### config.mk
export PLATFORM = sky130hd
export DESIGN_NAME = bit_comparator
export DESIGN_NICKNAME = d
export VERILOG_FILES = /design/src/rtl/bit_comparator_pkg.sv /design/src/rtl/bit_comparator_cell.sv /design/src/rtl/bit_comparator.sv
export SDC_FILE = /design/constraint.sdc
export NUM_CORES = 1
export LEC_CHECK = 0
export ABC_CLOCK_PERIOD_IN_PS = 800
export CAP_MARGIN = 40
export CORE_AREA = 3 3 40 42
export DETAILED_ROUTE_END_ITERATION = 10
export DIE_AREA = 0 0 43 45
export PLACE_DENSITY = 0.46
export SLEW_MARGIN = 20
export SYNTH_ARGS = -nofsm -noshare
export SYNTH_HDL_FRONTEND = slang
export SYNTH_HIERARCHICAL = 1
export SYNTH_SLANG_ARGS = --single-unit
### constraint.sdc
create_clock -name clk -period 0.8 [get_ports clk]
set_clock_uncertainty 0.15 [all_clocks]
set_input_delay 0.16 -clock clk [delete_from_list [all_inputs] [get_ports clk]]
set_output_delay 0.16 -clock clk [all_outputs]
set_load 0.01 [all_outputs]
### src/rtl/bit_comparator_pkg.sv
// ---------------------------------------------------------------------------
// bit_comparator_pkg
//   Shared definitions for the bit_comparator block.
//   - DEFAULT_WIDTH : operand width used when the top is not overridden.
//   - cmp_result_e  : one-hot-free encoding of the whole-word compare result.
//     It is resolved combinationally and then expanded into the eq/gt/lt
//     flag registers.
// ---------------------------------------------------------------------------
package bit_comparator_pkg;

    localparam int DEFAULT_WIDTH = 1;

    typedef enum logic [1:0] {
        CMP_EQ = 2'd0,
        CMP_GT = 2'd1,
        CMP_LT = 2'd2
    } cmp_result_e;

endpackage : bit_comparator_pkg

### src/rtl/bit_comparator_cell.sv
// ---------------------------------------------------------------------------
// bit_comparator_cell
//   Purely combinational single-bit slice of the comparator.
//   Ports:
//     a_i, b_i : operand bits at this position
//     gt_in    : a > b already decided by a more-significant bit
//     lt_in    : a < b already decided by a more-significant bit
//     s_o      : a_i ^ b_i (mismatch / half-add sum)
//     c_o      : a_i & b_i (both set / half-add carry)
//     gt_out   : a > b decided at this bit or above
//     lt_out   : a < b decided at this bit or above
// ---------------------------------------------------------------------------
module bit_comparator_cell (
    input  logic a_i,
    input  logic b_i,
    input  logic gt_in,
    input  logic lt_in,
    output logic s_o,
    output logic c_o,
    output logic gt_out,
    output logic lt_out
);

    assign s_o = a_i ^ b_i;
    assign c_o = a_i & b_i;

    // A decision taken by a more-significant bit blocks the opposite flag,
    // so the first differing bit from the MSB wins.
    assign gt_out = gt_in | (~lt_in &  a_i & ~b_i);
    assign lt_out = lt_in | (~gt_in & ~a_i &  b_i);

endmodule : bit_comparator_cell

### src/rtl/bit_comparator.sv
// ---------------------------------------------------------------------------
// bit_comparator
//   Registered unsigned comparator / half-add cell, one cycle of latency.
//   Ports:
//     clk       : rising-edge clock
//     rst_n     : asynchronous active-low reset
//     in_valid  : capture a/b on this edge
//     a, b      : unsigned operands, WIDTH bits
//     S         : registered a ^ b
//     Cout      : registered a & b
//     eq/gt/lt  : registered whole-word unsigned compare (exactly one set
//                 after any capture, all zero in reset)
//     out_valid : high the cycle after a captured in_valid
//   Result registers hold when in_valid is low; out_valid follows in_valid.
// ---------------------------------------------------------------------------
module bit_comparator
    import bit_comparator_pkg::*;
#(
    parameter int WIDTH = DEFAULT_WIDTH
) (
    input  logic             clk,
    input  logic             rst_n,
    input  logic             in_valid,
    input  logic [WIDTH-1:0] a,
    input  logic [WIDTH-1:0] b,
    output logic [WIDTH-1:0] S,
    output logic [WIDTH-1:0] Cout,
    output logic             eq,
    output logic             gt,
    output logic             lt,
    output logic             out_valid
);

    // Cascade index WIDTH is the MSB-side entry (nothing decided yet);
    // index 0 is the final whole-word decision out of the LSB cell.
    logic [WIDTH:0]   gt_chain;
    logic [WIDTH:0]   lt_chain;
    logic [WIDTH-1:0] s_next;
    logic [WIDTH-1:0] c_next;
    cmp_result_e      cmp_next;

    logic [WIDTH-1:0] s_reg;
    logic [WIDTH-1:0] c_reg;
    logic             eq_reg;
    logic             gt_reg;
    logic             lt_reg;
    logic             valid_reg;

    assign gt_chain[WIDTH] = 1'b0;
    assign lt_chain[WIDTH] = 1'b0;

    generate
        for (genvar gi = 0; gi < WIDTH; gi++) begin : g_cell
            bit_comparator_cell u_cell (
                .a_i    (a[gi]),
                .b_i    (b[gi]),
                .gt_in  (gt_chain[gi+1]),
                .lt_in  (lt_chain[gi+1]),
                .s_o    (s_next[gi]),
                .c_o    (c_next[gi]),
                .gt_out (gt_chain[gi]),
                .lt_out (lt_chain[gi])
            );
        end
    endgenerate

    always_comb begin
        cmp_next = CMP_EQ;
        if (gt_chain[0]) begin
            cmp_next = CMP_GT;
        end else if (lt_chain[0]) begin
            cmp_next = CMP_LT;
        end
    end

    always_ff @(posedge clk or negedge rst_n) begin
        if (!rst_n) begin
            s_reg     <= '0;
            c_reg     <= '0;
            eq_reg    <= 1'b0;
            gt_reg    <= 1'b0;
            lt_reg    <= 1'b0;
            valid_reg <= 1'b0;
        end else begin
            valid_reg <= in_valid;
            if (in_valid) begin
                s_reg  <= s_next;
                c_reg  <= c_next;
                eq_reg <= (cmp_next == CMP_EQ);
                gt_reg <= (cmp_next == CMP_GT);
                lt_reg <= (cmp_next == CMP_LT);
            end
        end
    end

    assign S         = s_reg;
    assign Cout      = c_reg;
    assign eq        = eq_reg;
    assign gt        = gt_reg;
    assign lt        = lt_reg;
    assign out_valid = valid_reg;

endmodule : bit_comparator

* Word-level counts from Yosys, hierarchy flattened *
Cells that the tools add are included.
Widths: inputs -> output; s select.

storage, ports and cells
  register bits after elaboration = 6
  ROM bits = 0
  RAM bits = 0
  bits in latches = 0
  memories kept = 0
  logic and storage cells = 17
  output and inout port bits = 6
  bits of input ports = 5

operators by class
  reduce and logical (&&, ||, !) cells = 1
  bitwise logic cells = 6
  add/sub/neg operators = 0
  divide/modulo/power cells = 0
  eq/ne operators = 2
  muxes and demuxes = 2
  multipliers = 0
  $lt $le $gt $ge = 0
  shift operators = 0

operators by type and width
  cell                number
  $mux 2              2
  $and 1x1->1         3
  $eq 2x1->1 const B  1
  $eq 2x2->1 const B  1
  $logic_not 2->1     1
  $not 1->1           2
  $xor 1x1->1         1

* Longest topological paths before layout *
Gate-level depths: netlist (run 1).

  depth in word-level cells = 5
  gate-level depth with buffers = 4
  depth with buffers taken out = 4

* Modules after synthesis *
The synthesis (run 1) kept the hierarchy.

modules (own cells, without submodules)
  module               instances  area each (um^2)  sequential area each (um^2)  cells each
  bit_comparator       1          219.0             150.1                        15
  bit_comparator_cell  1          35.0              0.0                          5

* Worst setup path before layout (run 1) *
No wires, ideal clock.

  path type = input -> register
  start point = in a
  end point = reg s_reg (netlist: S)
  buffers on the path = 0
  data required time = 0.525 ns
  slack = -0.142 ns
  cell stages on the path = 2
  data arrival time = 0.667 ns
  library setup time = 0.125 ns
  path through = ha_1 > mux2_2

between the ends
  cells in the longest elaborated chain, start to end = 1

RTL lines
  element               line                       text
  from (decl)           bit_comparator.sv:24       input logic [WIDTH-1:0] a,
  $xor 1x1->1           bit_comparator_cell.sv:24  assign s_o = a_i ^ b_i;
  to (signal assigned)  bit_comparator.sv:87       s_reg <= s_next;
  to (decl)             bit_comparator.sv:42       logic [WIDTH-1:0] s_reg;

Every way passes these cells.
A chain may end at the register's enable or synchronous reset.

* Final worst setup path (run 1) *
  start point = reg s_reg (netlist: S)
  end point = out S

RTL lines
  element    line                  text
  to (decl)  bit_comparator.sv:26  output logic [WIDTH-1:0] S,

No word-level cell between the ends.

==> results of run 1 <==
==> area by class of cell <==
cell class / instances / area, um2
clock buffer: 3 / 22.5
fill: 141 / 881
inverter: 1 / 3.75
multi-input combinational: 16 / 133
sequential: 6 / 150
tap: 15 / 18.8
timing repair buffer: 12 / 76.3
==> through the flow <==
step / power, W / cells / instance area [um2]
floorplan: 0.000415 / 23 / 284
global placement: 0.000520 / 48 / 403
detailed placement: 0.000522 / 48 / 403
CTS: 0.000767 / 51 / 389
global route: 0.000820 / 53 / 404
finish: 0.000767 / 53 / 404
==> placed cells by master, fill, tap and decap left out, types with 2 or more instances in the layout <==
master,count
clkbuf_4,3
conb_1,4
a21o_1,2
nor2_2,2
buf_4,2
dfrtp_1,6
buf_2,8
mux2_2,3
==> layer usage <==
layer  part of all wire (%)  vias to the layer above
met5                      0                        -
met3                    5.4                        2
li1                       -                      102
met2                     53                        5
met1                     39                       93
met4                    3.0                        0
==> logic make-up after synthesis <==
logic type | after synthesis
flip-flops | 6
multiplexers | 4
AND/OR/NAND/NOR | 4
AO/OA/AOI/OAI | 3
buffers and inverters | 1
adder cells (fa/ha/maj) | 1
other | 1
==> worst max path at each step <==
stage                                 to  slack, ns
after detailed placement  eq$_DFFE_PN0P_      -0.70
final                                  S      -0.26
after global placement    eq$_DFFE_PN0P_      -0.70
after floorplan            S$_DFFE_PN0P_      -0.13
after global routing                  eq      -0.30
after CTS                             eq      -0.27
==> repair_timing <==
item	CTS	global route
resized for setup	36	1
pin swaps	3	4
buffers inserted	0	2
endpoints found under the setup margin	12	11
==> report_power, final <==
group / internal [W] / total (W) / switching [W]
Combinational: 0.0000844 / 0.000153 / 0.0000688
Clock: 0.000169 / 0.000268 / 0.0000991
Sequential: 0.000334 / 0.000346 / 0.0000121
==> impl_results.md, run 1 <==
- Number of synthesized register bits: 6
- Area fraction of the dominant cell type after synthesis: 59.1%
- Initial DRC Count: 0
- Initial antenna violation count: 0
- Residual DRC: 0
- Top FF cell, synth: dfrtp_1
- Synth Instances: 20
- Vias in the first global route: 213
- Crit Path Max Fanout: 2
- Final Hold Viols: 0
- Pre-CTS WS: -0.702 ns
- PD cells: 1900 nW/um2
- Die X: 43 um
- Hold crit path type: input port to async pin
- Clock slew at reported path FFs: 0.04 ns
- Area share of and/or/nand/nor cells after synthesis: 7.39%
- Largest net degree at the start of global routing: 8
- H-tree levels: 1
- Max rail drop VDD: 0.000763 V
- CTS tree: yes
- Longest Clk Path Bufs: 2
- Synth Area in Adders: 4.93%
- Final WL: 537 um
- DR pass1 iterations: 1
- Met3 Use GR: 1.20%
- Global Route met1 Usage: 8.11%
- Post-Synthesis Mean Instance Area: 12.7 um2
- Diode count: 0
- GR Overflow Total: 0
- Core footprint: 1280 um2
- CP arrival: 0.75 ns
- Worst r2r src: S$_DFFE_PN0P_
- Leak: 0.207 nW
- RSZ-0062 raised after global routing: true
- GPL Wtd Cong: 0.679
- I/O Buffers: 10
- Layout cells sized above 1: 55.3%
- CTS Buf Count: 3
- Worst-Skew Late Latency: 0.24 ns
- Fin crit share: 132%
- Post-Synth XOR/XNOR Area: 0%
- YS warnings: 6
- Slew Limit Fails: 0
- Nets: 46
- Mux contribution to synthesized area: 17.7%
- Hold-fix buffers, CTS: 0
- Post-synthesis compound-gate area fraction: 7.88%
- Final hold slack: 0.0122 ns
- Slowest stage delay, CP: 0.37 ns
- Crit path capture type: output pin
- Synth Cell Area: 254 um2
- Largest family of logic cells by synthesized area: multiplexers
- Commonest cells in the netlist: dfrtp_1 (6), mux2_2 (4), nor2_1 (3), a21o_1 (2)
- Routed WL per cell: 10.1 um
- Reg2Reg Setup Slack: -0.22 ns
- Initial Util: 19.8%
- EDFF count, synth: 0
- TritonCTS Sinks: 6
- Async S/R FF share, synth: 100%
- Vias after detailed routing: 202
- Gr usage total: 6.87%
- Setup_tns: -2.10 ns
- Register-to-Register Path Depth: 2
- Final worst slack: -0.257 ns
- Routed Antenna Nets: 0
- FMAX: 947 MHz
- Clk root buf: clkbuf_4
- Setup crit start: S$_DFFE_PN0P_
- Largest area contributor in the netlist: dfrtp_1
- Crit-path cells: buf_2
- Max Cap Violations: 0
- Fin util: 31.5%
- CP max stage cell: dfrtp_1
- Failing checks: setup timing
- Boundary Pins: 11
- Global-route wire length before repair: 959 um
- Number of core rows: 13
- Via density: 3.81
- Min cycle time layout: 1.06 ns
- Synth area leaders: dfrtp_1 (59%), mux2_2 (18%), a21o_1 (5.9%)
- Die Height: 45 um
- Reg2reg end: S$_DFFE_PN0P_
- Critical Path RT: 0.49 ns
- P&R area growth vs syn: 59.1%
- Final setup fails: 10
- Startpoint types: flip-flop
- Delay-heaviest family, CP: flip-flops
- Sequential area share after synthesis: 59.1%
- WP depth: 1
- Outcome: finished with violations
- Met2 Use GR: 10.2%
- Synth cell types: 9
- Top Usage Layer GRT: met2
- CP bufs+invs: 1
- Crit path kind: flip-flop to output pin
- Count leader, synth: dfrtp_1
- Die area: 1940 um2
Note: power is estimated with default switching activity, not from simulation.
==> inputs of run 2 (changes only) <==
Settings changed: CELL_PAD_IN_SITES_DETAIL_PLACEMENT set to 2, CELL_PAD_IN_SITES_GLOBAL_PLACEMENT set to 2, CORE_AREA 3 3 40 42 to 2 2 39 41, DIE_AREA 0 0 43 45 to 0 0 41 43, PLACE_DENSITY 0.46 to 0.66.
==> run 2 against run 1 <==
  * The flow still finishes with violations (setup timing)
  * Die area down 8.9%
  * Hold slack worse by 0.0070 ns
  * Global-route usage up 1.6 points
  * Combinational power up 9%
  * Flip-flop and latch count unchanged
  * Routed wire length up 8.9%
  * Power up 1.7%
  * Fmax down 1.4%
  * Critical path depth unchanged
  * Register-to-register slack about the same
  * Clock power about the same
==> impl_results.md, run 2 (synthesis results as in run 1) <==
- H-tree levels: 1
- Clk root buf: clkbuf_4
- Min cycle time layout: 1.07 ns
- Crit path kind: flip-flop to output pin
- Power, Total: 0.000780 W
- Core footprint: 1380 um2
- CP arrival: 0.76 ns
- Via density: 3.80
- P&R area growth vs syn: 64.5%
- Cell Area, Placed: 404 um2
- Leak: 0.218 nW
- Worst r2r src: gt$_DFFE_PN0P_
- Diode count: 0
- Slowest stage delay, CP: 0.38 ns
- Hold-fix buffers, CTS: 0
- GPL Wtd Cong: 0.698
- Fin util: 30.2%
- RSZ-0062 raised after global routing: true
- Reg2Reg Setup Slack: -0.23 ns
- Critical Path RT: 0.49 ns
- Vias after detailed routing: 209
- Nets: 47
- Largest net degree at the start of global routing: 8
- Hold crit path type: input port to async pin
- Initial DRC Count: 0
- Max Cap Violations: 0
- Initial antenna violation count: 0
- Final worst slack: -0.272 ns
- Initial Util: 18.4%
- Crit-path cells: buf_2
- CTS tree: yes
- Boundary Pins: 11
- Outcome: finished with violations
- Final hold slack: 0.00514 ns
- Longest Clk Path Bufs: 2
- FMAX: 933 MHz
- PD cells: 1870 nW/um2
- Reg2reg end: gt$_DFFE_PN0P_
- Max rail drop VDD: 0.000864 V
- Layout cells sized above 1: 59.0%
- CP max stage cell: dfrtp_1
- Post-layout instance area: 418 um2
- Slew Limit Fails: 0
- Worst-Skew Late Latency: 0.24 ns
- Global-route wire length before repair: 972 um
- Most common cell after layout, fill and taps aside: buf_2
- Delay-heaviest family, CP: flip-flops
- Startpoint types: flip-flop
- Failing checks: setup timing
- Most frequent cells in the layout: buf_2 (8), dfrtp_1 (6), conb_1 (4), clkbuf_4 (3), buf_4 (3)
- CP bufs+invs: 1
- TritonCTS Sinks: 6
- I/O Buffers: 10
- Die area: 1760 um2
- Die Height: 43 um
- Register Area: 150 um2
- Final Hold Viols: 0
- Clock slew at reported path FFs: 0.04 ns
- Routed WL per cell: 10.6 um
- Routed Antenna Nets: 0
- Number of core rows: 14
- Residual DRC: 0
- Register-to-Register Path Depth: 2
- Gr usage total: 8.51%
- Final WL: 585 um
- Crit Path Max Fanout: 2
- Final setup fails: 11
- DR pass1 iterations: 1
- # fillers: 152
- Footprint of the multi-input gates: 138 um2
- Crit path capture type: output pin
- CTS Buf Count: 3
- Vias in the first global route: 218
- GR Overflow Total: 0
- Die X: 41 um
- Fin crit share: 134%
## run 2: power breakdown
group | leakage, nW | switching, W | internal (W)
combinational | 0.130 | 0.0000734 | 0.0000936
clock | 0.0138 | 0.0000960 | 0.000169
sequential | 0.0738 | 0.0000141 | 0.000334
total | 0.218 | 0.000184 | 0.000596
## run 2: per-stage QoR
stage / TNS, ns / setup WS, ns / std cells
2_1_floorplan: -0.487 / -0.129 / 23
4_1_cts: -2.04 / -0.281 / 52
5_1_grt: -2.55 / -0.306 / 55
3_3_place_gp: -5.71 / -0.699 / 49
6_report: -2.22 / -0.272 / 55
3_5_place_dp: -6.00 / -0.729 / 49
## run 2: worst max-delay path by stage
stage | depth (start not counted) | startpoint | endpoint | slack (ns)
6_report | 1 | gt$_DFFE_PN0P_ | gt | -0.27
5_1_grt | 1 | gt$_DFFE_PN0P_ | gt | -0.31
4_1_cts | 1 | gt$_DFFE_PN0P_ | gt | -0.28
3_5_place_dp | 5 | b | eq$_DFFE_PN0P_ | -0.73
3_3_place_gp | 5 | b | eq$_DFFE_PN0P_ | -0.70
2_1_floorplan | 1 | S$_DFFE_PN0P_ | S$_DFFE_PN0P_ | -0.13
## run 2: final cells by class
| class | count | share of cell area [%] |
|---|---|---|
| repair buffers | 13 | 20.1 |
| clock buffers | 3 | 5.39 |
| well taps | 16 | 4.79 |
| inverters | 1 | 0.898 |
| multi-input cells | 16 | 32.9 |
| flip-flops and latches | 6 | 35.9 |
## run 2: metal layers
layer,up-vias,share of wire [%],track usage [%]
met1,100,37,10.9
li1,102,-,-
met4,0,2.9,6.00
met2,5,55,12.2
met3,2,4.3,1.57
met5,-,0,0
## run 2: what timing repair did
action,4_1_cts,5_1_grt
resized for setup,36,3
setup buffers,0,3
gates cloned,0,0
endpoints found under the setup margin,12,11
pin swaps,2,2
